`src/rtl/alfa_range_labeler.sv`:
```
`default_nettype none
// ============================================================================
// Module   : alfa_range_labeler
// Brief    : Streaming point-cloud range labeler. Each packed point gets a
//            distance metric (Manhattan by default, squared Euclidean when
//            ALFA_RANGE_EUCLID_EN is defined). The label field is rewritten by
//            the lowest-index enabled band whose inclusive [min,max] range
//            contains the metric. Frame bookkeeping counts accepted and hit
//            points and raises a sticky done flag when the frame has drained.
// Revision : 1.0 - initial release
// ----------------------------------------------------------------------------
// Optional feature macro: ALFA_RANGE_EUCLID_EN (squared Euclidean metric)
// ----------------------------------------------------------------------------
// Ports:
//   i_SYSTEM_clk / i_SYSTEM_rst  clock, synchronous active-high reset
//   i_cfg_start                  one-cycle frame start (honoured in IDLE/DONE)
//   i_cfg_num_points             points in the frame
//   i_cfg_band_en/min/max/label  per-band config, band i at [i*W +: W]
//   s_valid/s_ready/s_data       input point stream
//   m_valid/m_ready/m_data       output point stream
//   o_busy                       frame in progress (RUN or DRAIN)
//   o_done                       frame complete, held until next start
//   o_pts_in / o_pts_hit         accepted points / output points with a hit
// Point word: x [COORD_W-1:0], y [2*COORD_W-1:COORD_W],
//             z [3*COORD_W-1:2*COORD_W], label [DATA_W-1:DATA_W-LABEL_W]
// ============================================================================
module alfa_range_labeler #(
    parameter int  COORD_W = 16,
    parameter int  LABEL_W = 8,
    parameter int  DATA_W  = 64,
    parameter int  N_BANDS = 2,
    parameter int  PTS_W   = 20,
    localparam int DIST_W  = 2*COORD_W + 2
) (
    input  logic                       i_SYSTEM_clk,
    input  logic                       i_SYSTEM_rst,
    input  logic                       i_cfg_start,
    input  logic [PTS_W-1:0]           i_cfg_num_points,
    input  logic [N_BANDS-1:0]         i_cfg_band_en,
    input  logic [N_BANDS*DIST_W-1:0]  i_cfg_band_min,
    input  logic [N_BANDS*DIST_W-1:0]  i_cfg_band_max,
    input  logic [N_BANDS*LABEL_W-1:0] i_cfg_band_label,
    input  logic                       s_valid,
    output logic                       s_ready,
    input  logic [DATA_W-1:0]          s_data,
    output logic                       m_valid,
    input  logic                       m_ready,
    output logic [DATA_W-1:0]          m_data,
    output logic                       o_busy,
    output logic                       o_done,
    output logic [PTS_W-1:0]           o_pts_in,
    output logic [PTS_W-1:0]           o_pts_hit
);

    // Per-coordinate term width carried from S1 to S2.
`ifdef ALFA_RANGE_EUCLID_EN
    // Square of a magnitude up to 2^(COORD_W-1) fits in DIST_W bits, and the
    // sum of three such squares still does.
    localparam int c_TERM_W = DIST_W;
`else
    // |-2^(COORD_W-1)| needs one extra bit to be exact.
    localparam int c_TERM_W = COORD_W + 1;
`endif

    localparam logic [1:0] c_ST_IDLE  = 2'd0;
    localparam logic [1:0] c_ST_RUN   = 2'd1;
    localparam logic [1:0] c_ST_DRAIN = 2'd2;
    localparam logic [1:0] c_ST_DONE  = 2'd3;

    // ------------------------------------------------------------------
    // Declarations
    // ------------------------------------------------------------------
    logic [1:0]          r_state;
    logic [1:0]          w_state_nxt;
    logic                w_start_ok;
    logic                w_done_set;

    logic                w_en;
    logic                w_in_fire;
    logic                w_out_fire;

    logic [c_TERM_W-1:0] w_term   [3];
    logic [c_TERM_W-1:0] r_s1_term[3];
    logic                r_s1_valid;
    logic [DATA_W-1:0]   r_s1_data;

    logic [DIST_W-1:0]   r_s2_dist;
    logic                r_s2_valid;
    logic [DATA_W-1:0]   r_s2_data;

    logic                w_hit;
    logic [LABEL_W-1:0]  w_label;
    logic [DATA_W-1:0]   w_rewrite;

    logic                r_m_valid;
    logic [DATA_W-1:0]   r_m_data;
    logic                r_m_hit;

    logic [PTS_W-1:0]    r_pts_in;
    logic [PTS_W-1:0]    r_pts_out;
    logic [PTS_W-1:0]    r_pts_hit;
    logic [PTS_W-1:0]    w_pts_in_nxt;
    logic [PTS_W-1:0]    w_pts_out_nxt;
    logic                r_done;

    // Two's-complement magnitude, exact for the most negative value.
    function automatic logic [COORD_W:0] f_abs(input logic [COORD_W-1:0] v);
        logic [COORD_W:0] ext;
        ext = {v[COORD_W-1], v};
        return v[COORD_W-1] ? (~ext + (COORD_W+1)'(1)) : ext;
    endfunction

    // ------------------------------------------------------------------
    // Handshakes and global stall
    // ------------------------------------------------------------------
    // Every stage advances together; the pipeline only moves when the
    // output register is empty or being consumed.
    assign w_en       = !r_m_valid || m_ready;
    assign s_ready    = (r_state == c_ST_RUN) && (r_pts_in != i_cfg_num_points) && w_en;
    assign w_in_fire  = s_valid && s_ready;
    assign w_out_fire = r_m_valid && m_ready;

    assign w_pts_in_nxt  = r_pts_in  + PTS_W'(w_in_fire);
    assign w_pts_out_nxt = r_pts_out + PTS_W'(w_out_fire);

    // ------------------------------------------------------------------
    // S1: per-coordinate magnitude (or square)
    // ------------------------------------------------------------------
    for (genvar k = 0; k < 3; k++) begin : g_coord
        logic [COORD_W:0] w_abs;
        assign w_abs = f_abs(s_data[k*COORD_W +: COORD_W]);
`ifdef ALFA_RANGE_EUCLID_EN
        assign w_term[k] = DIST_W'(w_abs) * DIST_W'(w_abs);
`else
        assign w_term[k] = w_abs;
`endif
    end

    always_ff @(posedge i_SYSTEM_clk) begin
        if (i_SYSTEM_rst) begin
            r_s1_valid <= 1'b0;
            r_s1_data  <= '0;
            for (int k = 0; k < 3; k++) begin
                r_s1_term[k] <= '0;
            end
        end else if (w_en) begin
            r_s1_valid <= w_in_fire;
            r_s1_data  <= s_data;
            for (int k = 0; k < 3; k++) begin
                r_s1_term[k] <= w_term[k];
            end
        end
    end

    // ------------------------------------------------------------------
    // S2: metric sum
    // ------------------------------------------------------------------
    always_ff @(posedge i_SYSTEM_clk) begin
        if (i_SYSTEM_rst) begin
            r_s2_valid <= 1'b0;
            r_s2_data  <= '0;
            r_s2_dist  <= '0;
        end else if (w_en) begin
            r_s2_valid <= r_s1_valid;
            r_s2_data  <= r_s1_data;
            r_s2_dist  <= DIST_W'(r_s1_term[0]) + DIST_W'(r_s1_term[1])
                        + DIST_W'(r_s1_term[2]);
        end
    end

    // ------------------------------------------------------------------
    // S3: band compare and label rewrite
    // ------------------------------------------------------------------
    // Scanning from the top band down lets the lowest hitting index win.
    always_comb begin
        w_hit   = 1'b0;
        w_label = '0;
        for (int i = N_BANDS - 1; i >= 0; i--) begin
            if (i_cfg_band_en[i] &&
                (r_s2_dist >= i_cfg_band_min[i*DIST_W +: DIST_W]) &&
                (r_s2_dist <= i_cfg_band_max[i*DIST_W +: DIST_W])) begin
                w_hit   = 1'b1;
                w_label = i_cfg_band_label[i*LABEL_W +: LABEL_W];
            end
        end
    end

    assign w_rewrite = w_hit ? {w_label, r_s2_data[DATA_W-LABEL_W-1:0]} : r_s2_data;

    always_ff @(posedge i_SYSTEM_clk) begin
        if (i_SYSTEM_rst) begin
            r_m_valid <= 1'b0;
            r_m_data  <= '0;
            r_m_hit   <= 1'b0;
        end else if (w_en) begin
            r_m_valid <= r_s2_valid;
            r_m_data  <= w_rewrite;
            r_m_hit   <= w_hit;
        end
    end

    assign m_valid = r_m_valid;
    assign m_data  = r_m_data;

    // ------------------------------------------------------------------
    // Frame control FSM
    // ------------------------------------------------------------------
    always_ff @(posedge i_SYSTEM_clk) begin
        if (i_SYSTEM_rst) begin
            r_state <= c_ST_IDLE;
        end else begin
            r_state <= w_state_nxt;
        end
    end

    // Transitions look at the post-handshake counts so DRAIN is entered on
    // the last accept and DONE on the last output handshake.
    always_comb begin
        w_state_nxt = r_state;
        w_start_ok  = 1'b0;
        w_done_set  = 1'b0;
        case (r_state)
            c_ST_IDLE, c_ST_DONE: begin
                if (i_cfg_start) begin
                    w_start_ok = 1'b1;
                    if (i_cfg_num_points == '0) begin
                        w_state_nxt = c_ST_DONE;
                        w_done_set  = 1'b1;
                    end else begin
                        w_state_nxt = c_ST_RUN;
                    end
                end
            end
            c_ST_RUN: begin
                if (w_pts_in_nxt == i_cfg_num_points) begin
                    w_state_nxt = c_ST_DRAIN;
                end
            end
            c_ST_DRAIN: begin
                if (w_pts_out_nxt == i_cfg_num_points) begin
                    w_state_nxt = c_ST_DONE;
                    w_done_set  = 1'b1;
                end
            end
            default: begin
                w_state_nxt = c_ST_IDLE;
            end
        endcase
    end

    // ------------------------------------------------------------------
    // Frame counters and done flag
    // ------------------------------------------------------------------
    always_ff @(posedge i_SYSTEM_clk) begin
        if (i_SYSTEM_rst) begin
            r_pts_in  <= '0;
            r_pts_out <= '0;
            r_pts_hit <= '0;
            r_done    <= 1'b0;
        end else begin
            if (w_start_ok) begin
                r_pts_in  <= '0;
                r_pts_out <= '0;
                r_pts_hit <= '0;
            end else begin
                r_pts_in  <= w_pts_in_nxt;
                r_pts_out <= w_pts_out_nxt;
                if (w_out_fire && r_m_hit) begin
                    r_pts_hit <= r_pts_hit + PTS_W'(1);
                end
            end
            // An empty frame clears and re-sets done in the same cycle.
            if (w_done_set) begin
                r_done <= 1'b1;
            end else if (w_start_ok) begin
                r_done <= 1'b0;
            end
        end
    end

    assign o_busy    = (r_state == c_ST_RUN) || (r_state == c_ST_DRAIN);
    assign o_done    = r_done;
    assign o_pts_in  = r_pts_in;
    assign o_pts_hit = r_pts_hit;

endmodule
`default_nettype wire

```
`config.mk`:
```
export PLATFORM = sky130hd
export DESIGN_NAME = alfa_range_labeler
export DESIGN_NICKNAME = d
export VERILOG_FILES = /design/src/rtl/alfa_range_labeler.sv
export SDC_FILE = /design/constraint.sdc
export NUM_CORES = 1
export LEC_CHECK = 0
export BUFFER_PORTS_ARGS = -buffer_cell sky130_fd_sc_hd__buf_2
export CAP_MARGIN = 0
export CORE_MARGIN = 2
export CORE_UTILIZATION = 56
export CTS_CLUSTER_DIAMETER = 60
export CTS_CLUSTER_SIZE = 28
export DETAILED_ROUTE_END_ITERATION = 12
export PLACE_DENSITY = 0.81
export SKIP_LAST_GASP = 1
export SYNTH_ARGS = -nofsm -noshare
export SYNTH_HDL_FRONTEND = slang
export SYNTH_SLANG_ARGS = --single-unit
```
`constraint.sdc`:
```
create_clock -name i_SYSTEM_clk -period 5.7 [get_ports i_SYSTEM_clk]
set_clock_uncertainty 0.15 [all_clocks]
set_input_delay 0.57 -clock i_SYSTEM_clk [delete_from_list [all_inputs] [get_ports i_SYSTEM_clk]]
set_output_delay 0.57 -clock i_SYSTEM_clk [all_outputs]
set_load 0.02 [all_outputs]
```
After elaboration in Yosys (flattened, before gate mapping)
Memory sizes are Yosys's and may differ from the RTL's.
Index checks and enable logic that the tools add are counted.
Operators by class
  add/subtract/negate cells: 8
  multiply operators: 0
  div/mod/pow operators: 0
  $lt $le $gt $ge: 4
  eq/ne operators: 9
  shift-type cells: 0
  muxes and demuxes: 29
  bitwise operators: 6
  reduce and logical (&&, ||, !) cells: 18
Operator list (number)
  2-to-1 mux 17 bit: 6
  greater-or-equal comparator 34 bit: 2
  <= comparator 34 bit: 2
  2-to-1 mux 64 bit: 1
  adder 17 x 1 -> 17 bit, second input constant: 3
  NOT 17 bit: 3
  adder 20 x 1 -> 20 bit: 2
  equality test 20 bit: 2
  adder 20 x 1 -> 20 bit, second input constant: 1
  zero test 20 bit: 1
  != test 20 bit: 1
  adder 18 x 17 -> 19 bit: 1
  adder 17 x 17 -> 18 bit: 1
  2-to-1 mux 8 bit: 2
  2-to-1 mux 1 bit: 14
  logical AND 1 bit: 9
  2-to-1 mux 2 bit: 4
  != test 2 bit, second input constant: 3
  one-hot mux 2 bit (3 select lines): 1
  equality test 2 bit, second input constant: 2
  OR reduction 2 bit: 2
  OR 1 bit: 3
  AND reduction 3 bit: 1
  equality test 2 x 1 -> 1 bit, second input constant: 1
  other kinds (5): 6
Storage, ports and cells
  register bits after elaboration: 293
  bits in latches: 0
  RAM bits: 51
  memory bits (read-only): 0
  input bits: 243
  output and inout port bits: 108
  word-level logic and storage cells: 88
  memories kept: 1
Memory list
  r_s1_term: words 3, bits a word 17, read ports 3, clocked after Yosys merged registers in 0, wr ports 3, line 83  | logic [c_TERM_W-1:0] r_s1_term[3];

Longest topological paths before layout
  depth after elaboration: 8
  depth in mapped cells: 17
  mapped depth without buffers: 15

Worst setup path before layout
OpenSTA, ideal clock, no wires.
  path type: input to register
  start point: input port i_cfg_num_points[9]
  end point: register r_state[0]
  library setup time: 0.086 ns
  arrival time: 4.309 ns
  required time: 5.464 ns
  setup slack: 1.156 ns
  cell stages on the path: 16
  path buffers: 1
  path through: clkbuf_1 -> xnor2_1 -> nand4_1 -> nor3_1 -> a21oi_1 -> and2_1 -> ha_1 -> nand3_1 -> nor4_2 -> xor2_1 -> o2111ai_1 -> or4_1 -> or4_1 -> a222oi_1 -> nor2_1 -> a211oi_1
On the way
  word-level cells in the longest chain between the ends: 8
  elaborated cells between the ends (all ways): 10
  classes of those cells: add/sub (1); eq/ne (5); reduce/logical (4)
RTL lines
  from (decl): line 38  | input logic [PTS_W-1:0] i_cfg_num_points,
  != test 20 bit: line 119  | assign s_ready = (r_state == c_ST_RUN) && (r_pts_in != i_cfg_num_points) && w_en;
  logical AND 1 bit (2 in a row): line 119
  net s_ready: line 44  | output logic s_ready,
  logical AND 1 bit: line 120  | assign w_in_fire = s_valid && s_ready;
  net w_in_fire: line 79  | logic w_in_fire;
  adder 20 x 1 -> 20 bit: line 123  | assign w_pts_in_nxt = r_pts_in + PTS_W'(w_in_fire);
  equality test 20 bit: line 235  | if (w_pts_in_nxt == i_cfg_num_points) begin
  != test 2 bit (no line)
  AND reduction 3 bit (no line)
  to (signal assigned): line 210  | r_state <= c_ST_IDLE;
  to (signal assigned): line 212  | r_state <= w_state_nxt;
  to (decl): line 73  | logic [1:0] r_state;
The timed path passes the listed nets, and every way through them passes these cells.
A chain may end at the register's enable or synchronous reset.

Worst setup path after layout
  start point: register r_pts_in[4], in the netlist o_pts_in[4]
  end point: register r_state[1]
On the way
  word-level cells in the longest chain between the ends: 8
RTL lines
  from (decl): line 99  | logic [PTS_W-1:0] r_pts_in;
  from (signal assigned): line 266  | r_pts_in <= w_pts_in_nxt;
  != test 20 bit: line 119
  logical AND 1 bit (2 in a row): line 119
  logical AND 1 bit: line 120
  net w_in_fire: line 79
  adder 20 x 1 -> 20 bit: line 123
  equality test 20 bit: line 235
  != test 2 bit (no line)
  AND reduction 3 bit (no line)
The timed path passes the listed nets, and every way through them passes these cells.

==> out/qor.csv <==
stage,metric,value,unit
finish,FILL cells,2439,
sta,Max-slew headroom,29.05,%
finish,Nets,2681,
sta,minimum clock period,4.838,ns
placement,placed cell area,18930,sq um
critical_path,CP endpoint kind,register,
power,worst vdd ir,242.8,uV
drt,initial drt markers,1097,
finish,synthesis-to-finish area growth,18.34,%
clock_network,H-tree depth,1,
critical_path,critical path data required time,6.05,ns
sta,Final Hold Viols,0,
placement,gpl congestion,0.9612,
global_routing,first-pass GRT wire length,78570,microns
sta,Slew Limit Fails,0,
synth,register bit total from synthesis,329,
synth,sequential share of the synthesized area,41.80,%
critical_path,Startpoint Class,register,
synth,Yosys warning total,0,
sta,Tightest Pin Transition,1.064,ns
drt,Met3 Wirelength,3298,microns
clock_network,Root Driver,clkbuf_16,
sta,final setup violation count,0,
power,cell area power density,297.0,nW/um^2
min_path,hold path startpoint,s_data[48],
critical_path,Crit Path Max Fanout,8,
clock_network,post-CTS sizing,0,
synth,Synth Cell Area,16980,sq um
clock_network,clock transition at the registers of the reported paths,0.09,ns
synth,Cells after Synth,2028,
drt,DR vias,15230,
synth,"top cells by count, synth","nand2_1 (458), dfxtp_1 (278), a21oi_1 (234)",
clock_network,post-CTS setup buffer count,0,
floorplan,Die Y,178.1,microns
critical_path,r2r setup slk,0.86,ns
status,status,"finished, final reports clean",
drt,final antenna-violating net count,0,
sta,fmax,0.2067,GHz
global_routing,largest net degree at the start of global routing,130,
clock_network,worst skew pair latency,0.59,ns
min_path,hold path cells,3,
synth,synth top area cells,"dfxtp_1 (33%), nand2_1 (10%), edfxtp_1 (9.0%)",
floorplan,row count,63,
global_routing,GRT Total Usage,32.00,%
drt,vias per cell,5.568,
critical_path,FF-to-FF path depth,15,
sta,WHS,0.06969,ns
drt,Post-Route M1 WL,21550,microns
global_routing,vias in the first global route,14440,
floorplan,Boundary Pins,351,
drt,met2 WL post-DR,24680,microns
synth,post-synth top area share,32.78,%
synth,Synth area leader,dfxtp_1,
synth,Post-synth EDFFs,51,
critical_path,crit path DAT,5.19,ns
global_routing,aggregate global routing overflow,0,
finish,share of cells above drive strength 1,18.26,%
synth,synth unique cells,67,
clock_network,"Hold-fix buffers, CTS",0,
placement,PortBufs,350,
finish,Register Area,7097,sq um
drt,highest metal used,met5,
clock_network,clock sink total,329,
sta,PnR worst setup slack,0.8618,ns
min_path,WHS Endpoint,r_s1_data[48],
global_routing,initial antenna violation count,9,
floorplan,Die Area,31720,sq um
floorplan,initial core utilization,57.13,%
synth,"FFs w/ async S/R, synth",0,%
drt,DRC viols,0,
min_path,worst hold path type,primary input to register,
power,Power Total,5968,uW
synth,Most used DFF post-synth,dfxtp_1,
placement,HPWL Detailed,39950,microns
clock_network,worst-case clock buffer depth,3,
critical_path,R2R Path Start,o_pts_in[4],
critical_path,crit path kind,register to register,
sta,final setup TNS,0,ns
drt,drt first pass iters,5,
clock_network,CTS Buf Count,28,
power,LEAKAGE,0.009115,uW
drt,routed len/inst,18.94,microns
synth,Avg Synthesized Cell Area,8.371,sq um
sta,RSZ-0062 raised after global routing,false,
clock_network,CTS tree,yes,
finish,final instance area,20090,sq um
floorplan,core area,29720,sq um
drt,Routed Wire Length,51820,microns
job,Max Cap Violations,0,
floorplan,die extent in x,178.1,microns
placement,Setup WS pre-CTS,0.6710,ns
critical_path,R2R Path End,r_state[1],
synth,most common cell in the netlist,nand2_1,
sta,final worst-path cycle share,84.88,%
finish,multi-input gate area in the final layout,9080,sq um
==> power breakdown <==
part | switching [uW] | total (uW) | internal [uW]
logic | 645 | 1110 | 461
clock network | 1170 | 2220 | 1050
registers | 140 | 2640 | 2500
==> cells by family after synthesis <==
family | synth area share [%]
DFF | 41.80
buffers and inverters | 4.842
and+or+nand+nor | 21.51
AOI/OAI and AO/OA | 12.92
muxes | 0.9507
adders and majority gates | 9.714
other | 0.02209
xor gates and xnor gates | 8.233
==> per-stage QoR <==
stage,std cells,util (%)
final,2736,67.61
after global routing,2735,67.60
after CTS,2729,67.55
after detailed placement,2677,63.71
after floorplan,2030,-
after global placement,2677,63.71
==> layout make-up <==
type,instances,share of cell area [%]
timing repair buffer,364,9.273
tap,390,2.429
clock inverter,24,2.186
sequential,329,35.32
multi-input combinational,1486,45.20
antenna,7,0.08719
inverter,108,2.018
clock buffer,28,3.488
==> state kept, by name (all words and copies together) (netlist names) <==
signal      cells
r_s1_term      51
m_data         64
r_s1_data      64
r_s2_valid      1
r_s1_valid      1
r_m_hit         1
r_s2_data      64
r_s2_dist      19
r_pts_out      20
r_state         2
o_pts_in       20
o_done          1
m_valid         1
o_pts_hit      20
==> critical path, cell delays in order, from the launching register on <==
cell       delay, ns
dfxtp_1         0.40
xnor2_1         0.38
nand4_1         0.16
nor4_1          0.30
a21oi_1         0.11
and2_1          0.21
ha_1            0.26
and3_1          0.35
o211ai_1        0.22
o311a_1         0.25
o2111ai_1       0.14
or4_1           0.50
or4_1           0.45
a222oi_1        0.56
o21ai_1         0.14
a21oi_1         0.17
==> per-layer routing <==
layer | GRT usage [%] | vias up
met5 | 0 | -
met3 | 5.925 | 90
li1 | - | 7460
met2 | 53.91 | 470
met1 | 40.05 | 7210
met4 | 14.00 | 4
==> worst max path at each step <==
| stage | slack, ns | from | depth (start not counted) | to |
|---|---|---|---|---|
| 3_3_place_gp | 0.64 | i_cfg_num_points[19] | 16 | r_state[1] |
| 5_1_grt | 0.46 | o_pts_in[5] | 14 | r_state[1] |
| 2_1_floorplan | 1.16 | i_cfg_num_points[9] | 16 | r_state[0] |
| 3_5_place_dp | 0.67 | i_cfg_num_points[4] | 16 | r_state[0] |
| 4_1_cts | 0.91 | o_pts_in[5] | 14 | r_state[0] |
| 6_report | 0.86 | o_pts_in[4] | 15 | r_state[1] |
==> cells in the final DEF, fill, tap and decap left out, types with 6 or more instances in the layout <==
cell type,count
dfxtp_1,278
buf_2,349
nand3_1,32
and2_1,8
or4_1,8
edfxtp_1,51
ha_1,103
nor3_1,23
xnor2_1,73
nand2b_1,11
a21oi_1,234
or3_1,11
nand4_1,33
o21ai_0,40
nor2b_1,15
o31ai_1,14
xor2_1,76
o41ai_1,6
and4_1,11
a21o_1,25
diode_2,7
inv_1,108
o211ai_1,8
and3_1,21
a211oi_1,7
mux2i_1,15
nor4_1,26
nor2_1,136
buf_4,14
nand2_1,458
clkbuf_16,28
fa_1,18
o221ai_1,9
Note: power is estimated with default switching activity, not from simulation.
